`config.mk`:
```
export PLATFORM = sky130hd
export DESIGN_NAME = cp0_ctrl_flat
export DESIGN_NICKNAME = d
export VERILOG_FILES = /design/src/rtl/cp0_ctrl_if.sv /design/src/rtl/cp0_ctrl.sv /design/src/flat_wrapper.sv
export SDC_FILE = /design/constraint.sdc
export NUM_CORES = 1
export LEC_CHECK = 0
export BUFFER_PORTS_ARGS = -buffer_cell sky130_fd_sc_hd__buf_2
export CAP_MARGIN = 30
export CORE_MARGIN = 10
export CORE_UTILIZATION = 60
export CTS_CLUSTER_DIAMETER = 80
export CTS_CLUSTER_SIZE = 28
export DETAILED_ROUTE_END_ITERATION = 6
export GPL_ROUTABILITY_DRIVEN = 0
export HOLD_SLACK_MARGIN = 0.03
export PLACE_DENSITY = 0.89
export SYNTH_ARGS = -nofsm -noshare
export SYNTH_HDL_FRONTEND = slang
export SYNTH_SLANG_ARGS = --single-unit
```
`constraint.sdc`:
```
create_clock -name clk -period 6 [get_ports clk]
set_input_delay 1.2 -clock clk [delete_from_list [all_inputs] [get_ports clk]]
set_output_delay 1.2 -clock clk [all_outputs]
set_load 0.01 [all_outputs]
```
`src/rtl/cp0_ctrl_if.sv`:
```
// cp0_ctrl_if: signal bundle between the M-stage pipeline (master) and the CP0 controller (slave).
interface cp0_ctrl_if #(parameter int NUM_HW_INT = 6);
   logic [NUM_HW_INT-1:0] i_ext_int;
   logic                  i_inst_valid;
   logic [4:0]            i_ra;
   logic [31:0]           o_rdata;
   logic                  i_we;
   logic [4:0]            i_wa;
   logic [31:0]           i_wdata;
   logic                  i_exc_valid;
   logic [4:0]            i_exc_code;
   logic                  i_exc_bad_en;
   logic [31:0]           i_badvaddr;
   logic [31:0]           i_exc_pc;
   logic                  i_exc_in_ds;
   logic                  i_eret;
   logic                  o_flush;
   logic [31:0]           o_flush_pc;
   logic                  o_int_pending;
   modport master(output i_ext_int, i_inst_valid, i_ra, i_we, i_wa, i_wdata, i_exc_valid, i_exc_code,
                  i_exc_bad_en, i_badvaddr, i_exc_pc, i_exc_in_ds, i_eret,
                  input o_rdata, o_flush, o_flush_pc, o_int_pending);
   modport slave(input i_ext_int, i_inst_valid, i_ra, i_we, i_wa, i_wdata, i_exc_valid, i_exc_code,
                 i_exc_bad_en, i_badvaddr, i_exc_pc, i_exc_in_ds, i_eret,
                 output o_rdata, o_flush, o_flush_pc, o_int_pending);
endinterface

```
`src/rtl/cp0_ctrl.sv`:
```
// cp0_ctrl: MIPS32 CP0 for the M stage (interrupt/exception/ERET arbitration, Count prescaler).
// Define CP0_TIMER_INT_EN to enable the sticky Compare-match timer interrupt (Cause.TI).
module cp0_ctrl #(
   parameter int          NUM_HW_INT = 6,
   parameter int          COUNT_DIV  = 2,
   parameter logic [31:0] EXC_VECTOR = 32'hBFC00380,
   parameter logic [31:0] PRID_VALUE = 32'h00004220
) (
   input logic       clk,
   input logic       resetn,
   cp0_ctrl_if.slave bus
);
   logic [31:0] r_badv, r_count, r_cmp, r_epc, r_div;
   logic [7:0]  r_im;
   logic        r_exl, r_ie, r_bd;
   logic [1:0]  r_swip;
   logic [5:0]  r_hw;
   logic [4:0]  r_code;
   logic        w_ti, w_int, w_exc, w_trap, w_eret, w_we, w_tick;
   logic [5:0]  w_ext;
   logic [7:0]  w_ip;
   assign w_ext  = 6'(bus.i_ext_int[NUM_HW_INT-1:0]);
   assign w_ip   = {w_ti | r_hw[5], r_hw[4:0], r_swip};
   assign bus.o_int_pending = resetn & |(r_im & w_ip);
   assign w_int  = bus.o_int_pending & bus.i_inst_valid & r_ie & ~r_exl;
   assign w_exc  = resetn & ~w_int & bus.i_exc_valid;
   assign w_trap = w_int | w_exc;
   assign w_eret = resetn & ~w_trap & bus.i_eret;
   // any trap or ERET in the cycle suppresses MTC0 completely
   assign w_we   = bus.i_we & ~w_trap & ~bus.i_eret;
   assign w_tick = r_div == 32'(COUNT_DIV - 1);
   assign bus.o_flush    = w_trap | w_eret;
   assign bus.o_flush_pc = w_eret ? r_epc : EXC_VECTOR;
   always_ff @(posedge clk) begin
      if (!resetn) begin
         {r_badv, r_count, r_cmp, r_epc, r_div} <= '0;
         {r_im, r_exl, r_ie, r_bd, r_swip, r_hw, r_code} <= '0;
      end else begin
         r_hw <= w_ext;
         if (w_we && bus.i_wa == 5'd9) begin
            r_count <= bus.i_wdata;
            r_div   <= '0;
         end else begin
            r_div   <= w_tick ? '0 : r_div + 32'd1;
            r_count <= r_count + 32'(w_tick);
         end
         if (w_trap) begin
            r_exl  <= 1'b1;
            r_code <= w_int ? 5'd0 : bus.i_exc_code;
            if (!r_exl) begin
               r_epc <= bus.i_exc_in_ds ? bus.i_exc_pc - 32'd4 : bus.i_exc_pc;
               r_bd  <= bus.i_exc_in_ds;
            end
            if (w_exc && bus.i_exc_bad_en) r_badv <= bus.i_badvaddr;
         end
         if (w_eret) r_exl <= 1'b0;
         if (w_we) begin
            case (bus.i_wa)
               5'd11: r_cmp <= bus.i_wdata;
               5'd12: {r_im, r_exl, r_ie} <= {bus.i_wdata[15:8], bus.i_wdata[1:0]};
               5'd13: r_swip <= bus.i_wdata[9:8];
               5'd14: r_epc <= bus.i_wdata;
               default: ;
            endcase
         end
      end
   end
`ifdef CP0_TIMER_INT_EN
   logic r_armed, r_ti;
   // a Compare write clears TI even if the match would set it this cycle
   always_ff @(posedge clk) begin
      if (!resetn) {r_armed, r_ti} <= '0;
      else if (w_we && bus.i_wa == 5'd11) {r_armed, r_ti} <= 2'b10;
      else if (r_armed && r_count == r_cmp) r_ti <= 1'b1;
   end
   assign w_ti = r_ti;
`else
   assign w_ti = 1'b0;
`endif
   always_comb begin
      bus.o_rdata = '0;
      case (bus.i_ra)
         5'd8:  bus.o_rdata = r_badv;
         5'd9:  bus.o_rdata = r_count;
         5'd11: bus.o_rdata = r_cmp;
         5'd12: bus.o_rdata = {9'd0, 1'b1, 6'd0, r_im, 6'd0, r_exl, r_ie};
         5'd13: bus.o_rdata = {r_bd, w_ti, 14'd0, w_ip, 1'b0, r_code, 2'b00};
         5'd14: bus.o_rdata = r_epc;
         5'd15: bus.o_rdata = PRID_VALUE;
         default: ;
      endcase
   end
endmodule

```
`src/flat_wrapper.sv`:
```
// flat-port wrapper written by rule: the top's interface ports become plain ports
module cp0_ctrl_flat 
#(
   parameter int          NUM_HW_INT = 6,
   parameter int          COUNT_DIV  = 2,
   parameter logic [31:0] EXC_VECTOR = 32'hBFC00380,
   parameter logic [31:0] PRID_VALUE = 32'h00004220
)
  (clk, resetn, bus_i_ext_int, bus_i_inst_valid, bus_i_ra, bus_i_we, bus_i_wa, bus_i_wdata, bus_i_exc_valid, bus_i_exc_code, bus_i_exc_bad_en, bus_i_badvaddr, bus_i_exc_pc, bus_i_exc_in_ds, bus_i_eret, bus_o_rdata, bus_o_flush, bus_o_flush_pc, bus_o_int_pending);
  cp0_ctrl_if #(.NUM_HW_INT(NUM_HW_INT)) bus_i ();
  input logic clk;
  input logic resetn;
  input wire logic [$bits(bus_i.i_ext_int)-1:0] bus_i_ext_int;
  input wire logic [$bits(bus_i.i_inst_valid)-1:0] bus_i_inst_valid;
  input wire logic [$bits(bus_i.i_ra)-1:0] bus_i_ra;
  input wire logic [$bits(bus_i.i_we)-1:0] bus_i_we;
  input wire logic [$bits(bus_i.i_wa)-1:0] bus_i_wa;
  input wire logic [$bits(bus_i.i_wdata)-1:0] bus_i_wdata;
  input wire logic [$bits(bus_i.i_exc_valid)-1:0] bus_i_exc_valid;
  input wire logic [$bits(bus_i.i_exc_code)-1:0] bus_i_exc_code;
  input wire logic [$bits(bus_i.i_exc_bad_en)-1:0] bus_i_exc_bad_en;
  input wire logic [$bits(bus_i.i_badvaddr)-1:0] bus_i_badvaddr;
  input wire logic [$bits(bus_i.i_exc_pc)-1:0] bus_i_exc_pc;
  input wire logic [$bits(bus_i.i_exc_in_ds)-1:0] bus_i_exc_in_ds;
  input wire logic [$bits(bus_i.i_eret)-1:0] bus_i_eret;
  output wire logic [$bits(bus_i.o_rdata)-1:0] bus_o_rdata;
  output wire logic [$bits(bus_i.o_flush)-1:0] bus_o_flush;
  output wire logic [$bits(bus_i.o_flush_pc)-1:0] bus_o_flush_pc;
  output wire logic [$bits(bus_i.o_int_pending)-1:0] bus_o_int_pending;
  assign bus_i.i_ext_int = bus_i_ext_int;
  assign bus_i.i_inst_valid = bus_i_inst_valid;
  assign bus_i.i_ra = bus_i_ra;
  assign bus_i.i_we = bus_i_we;
  assign bus_i.i_wa = bus_i_wa;
  assign bus_i.i_wdata = bus_i_wdata;
  assign bus_i.i_exc_valid = bus_i_exc_valid;
  assign bus_i.i_exc_code = bus_i_exc_code;
  assign bus_i.i_exc_bad_en = bus_i_exc_bad_en;
  assign bus_i.i_badvaddr = bus_i_badvaddr;
  assign bus_i.i_exc_pc = bus_i_exc_pc;
  assign bus_i.i_exc_in_ds = bus_i_exc_in_ds;
  assign bus_i.i_eret = bus_i_eret;
  assign bus_o_rdata = bus_i.o_rdata;
  assign bus_o_flush = bus_i.o_flush;
  assign bus_o_flush_pc = bus_i.o_flush_pc;
  assign bus_o_int_pending = bus_i.o_int_pending;
  cp0_ctrl #(.NUM_HW_INT(NUM_HW_INT), .COUNT_DIV(COUNT_DIV), .EXC_VECTOR(EXC_VECTOR), .PRID_VALUE(PRID_VALUE)) u_core (.clk(clk), .resetn(resetn), .bus(bus_i));
endmodule
```
Yosys cells after proc, flatten, opt, wreduce, memory -nomap -nowiden
Index checks and enable logic that the tools add are counted.
{"block": "word_totals", "register_bits": 184, "in_bits": 125, "out_inout_bits": 66}
{"block": "op_classes", "add_sub_neg": 3, "eq_ne": 13, "muxes": 13, "n_bitwise": 18, "n_reduce_logical": 9}
{"op": "$mux 32", "n": 7}
{"op": "$pmux 32 s7", "n": 1}
{"op": "$eq 5x4->1 const B", "n": 12}
{"op": "$add 32x1->32", "n": 1}
{"op": "$add 32x1->32 const B", "n": 1}
{"op": "$eq 32x1->1 const B", "n": 1}
{"op": "$sub 32x3->32 const B", "n": 1}
{"op": "$and 1x1->1", "n": 10}
{"op": "$reduce_and 2->1", "n": 5}
{"op": "$and 8x8->8", "n": 1}
{"op": "$reduce_or 8->1", "n": 1}
{"op": "$mux 5", "n": 1}
{"op": "$not 1->1", "n": 5}
{"op": "$mux 1", "n": 4}
{"op": "$reduce_or 3->1", "n": 1}
{"op": "$logic_and 1x1->1", "n": 2}
{"op": "$or 1x1->1", "n": 2}

Longest topological paths before layout
{"block": "logic_depth", "depth_word": 16, "depth_mapped": 13, "depth_no_buf": 13}

Worst setup path after synthesis
OpenSTA, ideal clock, no wires.
{"block": "synth_timing", "path_type": "input port to output port", "from": "input bus_i_ra[1]", "to": "output bus_o_rdata[11]", "t_arrival_ns": 2.700, "required_time_ns": 4.800, "slack_ns": 2.100, "cell_stages": 6, "n_path_buf": 2, "path_cell_list": "or3b_2 > nor2_1 > clkbuf_1 > buf_1 > a22oi_1 > nand3_1"}
{"block": "synth_between", "elab_chain_cells": 2, "elab_cells_between_ends": 8, "classes_between": "eq/ne (7); mux (1)"}
{"item": "from (decl)", "line_no": "flat_wrapper.sv:15", "source": "input wire logic [$bits(bus_i.i_ra)-1:0] bus_i_ra;"}
{"item": "$eq 5x4->1", "line_no": "cp0_ctrl.sv:82", "source": "case (bus.i_ra)"}
{"item": "$pmux 32 s7 (*)", "line_no": "cp0_ctrl.sv:82"}
{"item": "to (decl)", "line_no": "flat_wrapper.sv:26", "source": "output wire logic [$bits(bus_i.o_rdata)-1:0] bus_o_rdata;"}
Every way passes the cells marked *; elsewhere a longest branch is shown, timed or not.

Worst setup path after layout
{"block": "layout_timing", "from": "input bus_i_ra[1]", "to": "output bus_o_rdata[13]"}
Same word-level chain as after synthesis.

==> reports/results.ini <==
[run_status]
status=complete, no violations

[timing]
fin_skew_ns=0.00668
finalSetupViolCount=0
finalMaxSlewViolations=0
hold_violations=0
tightestPinTransition_ns=1.04
fmax_mhz=213
relSlewSlack=0.297
min_period_ns=4.69
finalSetupTns_ns=0
finalCritPeriodShare=0.782
holdWs_ns=0.456
rsz0062_at_grt=no

[clock_tree]
cts_tree=built
clkLatencyLatePin_ns=0.43
cts_resized=0
cts_buffer_depth=2
clkSlewWorstSetupHoldPaths_ns=0.06
clock-sinks=184
post_cts_buffers=0
cts_buffers=17
clockRootBuffer=clkbuf_16
htree_levels=4
cts_hold_repair.buffers=0

[worst_setup_path]
required_ns=4.80
critPathSlowestCell=nor2b_2
critical_path.top_delay_family=simple AND/OR/NAND/NOR gates
critPathMaxStageDelay_ns=0.76
path_cells=buf_2 -> nand2_1 -> nor3b_1 -> nor2b_2 -> buf_4 -> a22oi_1 -> nand3_1 -> buf_2
cp-startpoint=bus_i_ra[1]
r2r_end=u_core.r_cmp[20]
cp-start-kind=input port
worst-r2r-setup-slack_ns=2.78
end_kind=primary output
worstPathBufferInverterCount=3
worst-path-max-fanout=18
cp_common_cell=buf_2
worstReg2RegStart=u_core.r_im[7]
reg2reg_depth=8
worst_ep_arrival_time_ns=3.49
crit_type=in -> out

[power]
peakVddDrop_v=0.000227
powerDensity_nw_per_um2=236
leakage_nw=4.76

[synth]
synth_flop_cell=dfxtp_1
synth_top_cell_by_area=dfxtp_1
syn_inst=1127
synth_area_per_cell_um2=8.44
ys_seq_elements=184
syn_nets=1257
synth_top_area_share=0.387
yosys-top-cells-area=dfxtp_1 (39%), nand2_1 (6.4%), mux2i_1 (5.3%), xor2_1 (4.2%), xnor2_1 (3.7%)
ys_warn_count=0
netlist_area_um2=9510
yosysUniqueCellTypes=54
synth_edf_count=0
synth_seq_area_share=0.387
synthArstFlopShare=0

[job]
drv_cap=0

[global_routing]
grt_pass1_wl_um=48100
grt_pass1_vias=9145
antenna_found_initial=5
track_usage=0.276
grt_max_degree=82
grt.overflow.total=0

[routing]
routed_wl_um=30900
ant_nets=0
vias=9315
drt_pre_antenna_iters=7
drc_errors=0
wl_per_cell_um=20.5
viasPerCell=6.17
drt_iter0_markers=1084

[final_layout]
layout_commonest_cell=buf_2
nets=1409
most-common-layout-cells=buf_2 (189), dfxtp_1 (184), nand2_1 (161)
n_fill_cell=1146
utilization=0.731
layout-drive-gt1-share=0.197
syn_to_final_growth_pct=18.1

[die]
start_util=0.619
core_area_um2=15400
die_y_um=146
die_area_um2=21300
die_w_um=146
ios=191
row_count=45

[worst_hold_path]
hold_path.startpoint=u_core.r_cmp[3]
hold_end=u_core.r_cmp[3]
holdPathStages=2
hp-class=reg -> reg

[placed_design]
hpwl_um=22000
port_buffers=190

## cells by family after synthesis
logic type | synth area share
XOR/XNOR | 0.0792
AO/OA/AOI/OAI | 0.175
flip-flops | 0.387
adder cells (fa/ha/maj) | 0.00658
buffers and inverters | 0.0387
AND/OR/NAND/NOR | 0.260
multiplexers | 0.0526
## metal layers
layer,share of wire,track usage,wire (um),up-vias
met3,0.10,0.0754,3090,101
met2,0.46,0.447,14300,526
met1,0.40,0.333,12300,4369
met5,0.00078,0,24,-
met4,0.038,0.126,1190,4
li1,-,-,-,4315
## final cells by class
| class | instances | area (um^2) | share of cell area |
|---|---|---|---|
| multi-input cells | 855 | 5520 | 0.491 |
| flip-flops and latches | 184 | 3680 | 0.328 |
| repair buffers | 211 | 1140 | 0.101 |
| clock buffers | 25 | 485 | 0.0432 |
| well taps | 211 | 264 | 0.0235 |
| clock inverters | 7 | 92.6 | 0.00824 |
| inverters | 10 | 37.5 | 0.00334 |
| diodes | 7 | 17.5 | 0.00156 |
## report_power, final
| group | internal, W | total, W | switching [W] |
|---|---|---|---|
| Combinational | 0.000109 | 0.000257 | 0.000148 |
| Sequential | 0.00126 | 0.00129 | 0.0000301 |
| Clock | 0.000646 | 0.00111 | 0.000468 |
## state kept, by name, indices dropped and copies added, names as in the netlist, 2 cells and up
register and flops:
u_core.r_code 5, u_core.r_cmp 32, u_core.r_count 32, u_core.r_epc 32, u_core.r_swip 2, u_core.r_badv 32, u_core.r_div 32, u_core.r_hw 6
u_core.r_im 8
## how the worst max path moves through the flow
stage / endpoint / depth (start not counted)
after floorplan: bus_o_rdata[11] / 6
after global placement: bus_o_rdata[7] / 7
after CTS: bus_o_rdata[13] / 8
final: bus_o_rdata[13] / 8
after global routing: bus_o_rdata[13] / 8
after detailed placement: bus_o_rdata[13] / 8
## cell usage after synthesis (all sizes together), types with 2 or more instances
master	n
nand2	163
o31ai	8
o21ai	24
or4	9
a221o	15
xor2	46
nor4	15
nand4b	2
nand2b	3
nor3	16
a22oi	36
nand3	57
nor4b	4
o211a	16
xnor2	40
nand3b	4
a22o	20
clkbuf	55
nand4	22
a211oi	3
nor2b	48
buf	23
ha	5
nor2	83
a21boi	50
mux2i	50
and2	27
o221ai	5
a21oi	20
o211ai	13
inv	10
a31oi	3
or3	17
a211o	2
dfxtp	184
and3	14
and4	5
## tightest hold or removal path, stage by stage, from the launching register on
cell and delay, ns:
dfxtp_1 0.31, nand2_1 0.05, a21boi_1 0.05
## metrics by stage
| stage | instances | area (um^2) | power [W] | setup slack (ns) |
|---|---|---|---|---|
| 2_1_floorplan | 1127 | 9510 | 0.00144 | 2.10 |
| 5_1_grt | 1506 | 11200 | 0.00273 | 1.13 |
| 3_5_place_dp | 1470 | 10600 | 0.00156 | 1.41 |
| 4_1_cts | 1502 | 11200 | 0.00265 | 1.39 |
| 6_report | 1510 | 11200 | 0.00266 | 1.31 |
| 3_3_place_gp | 1469 | 10600 | 0.00155 | 1.49 |
No activity file was read; power rests on OpenSTA's default activity.
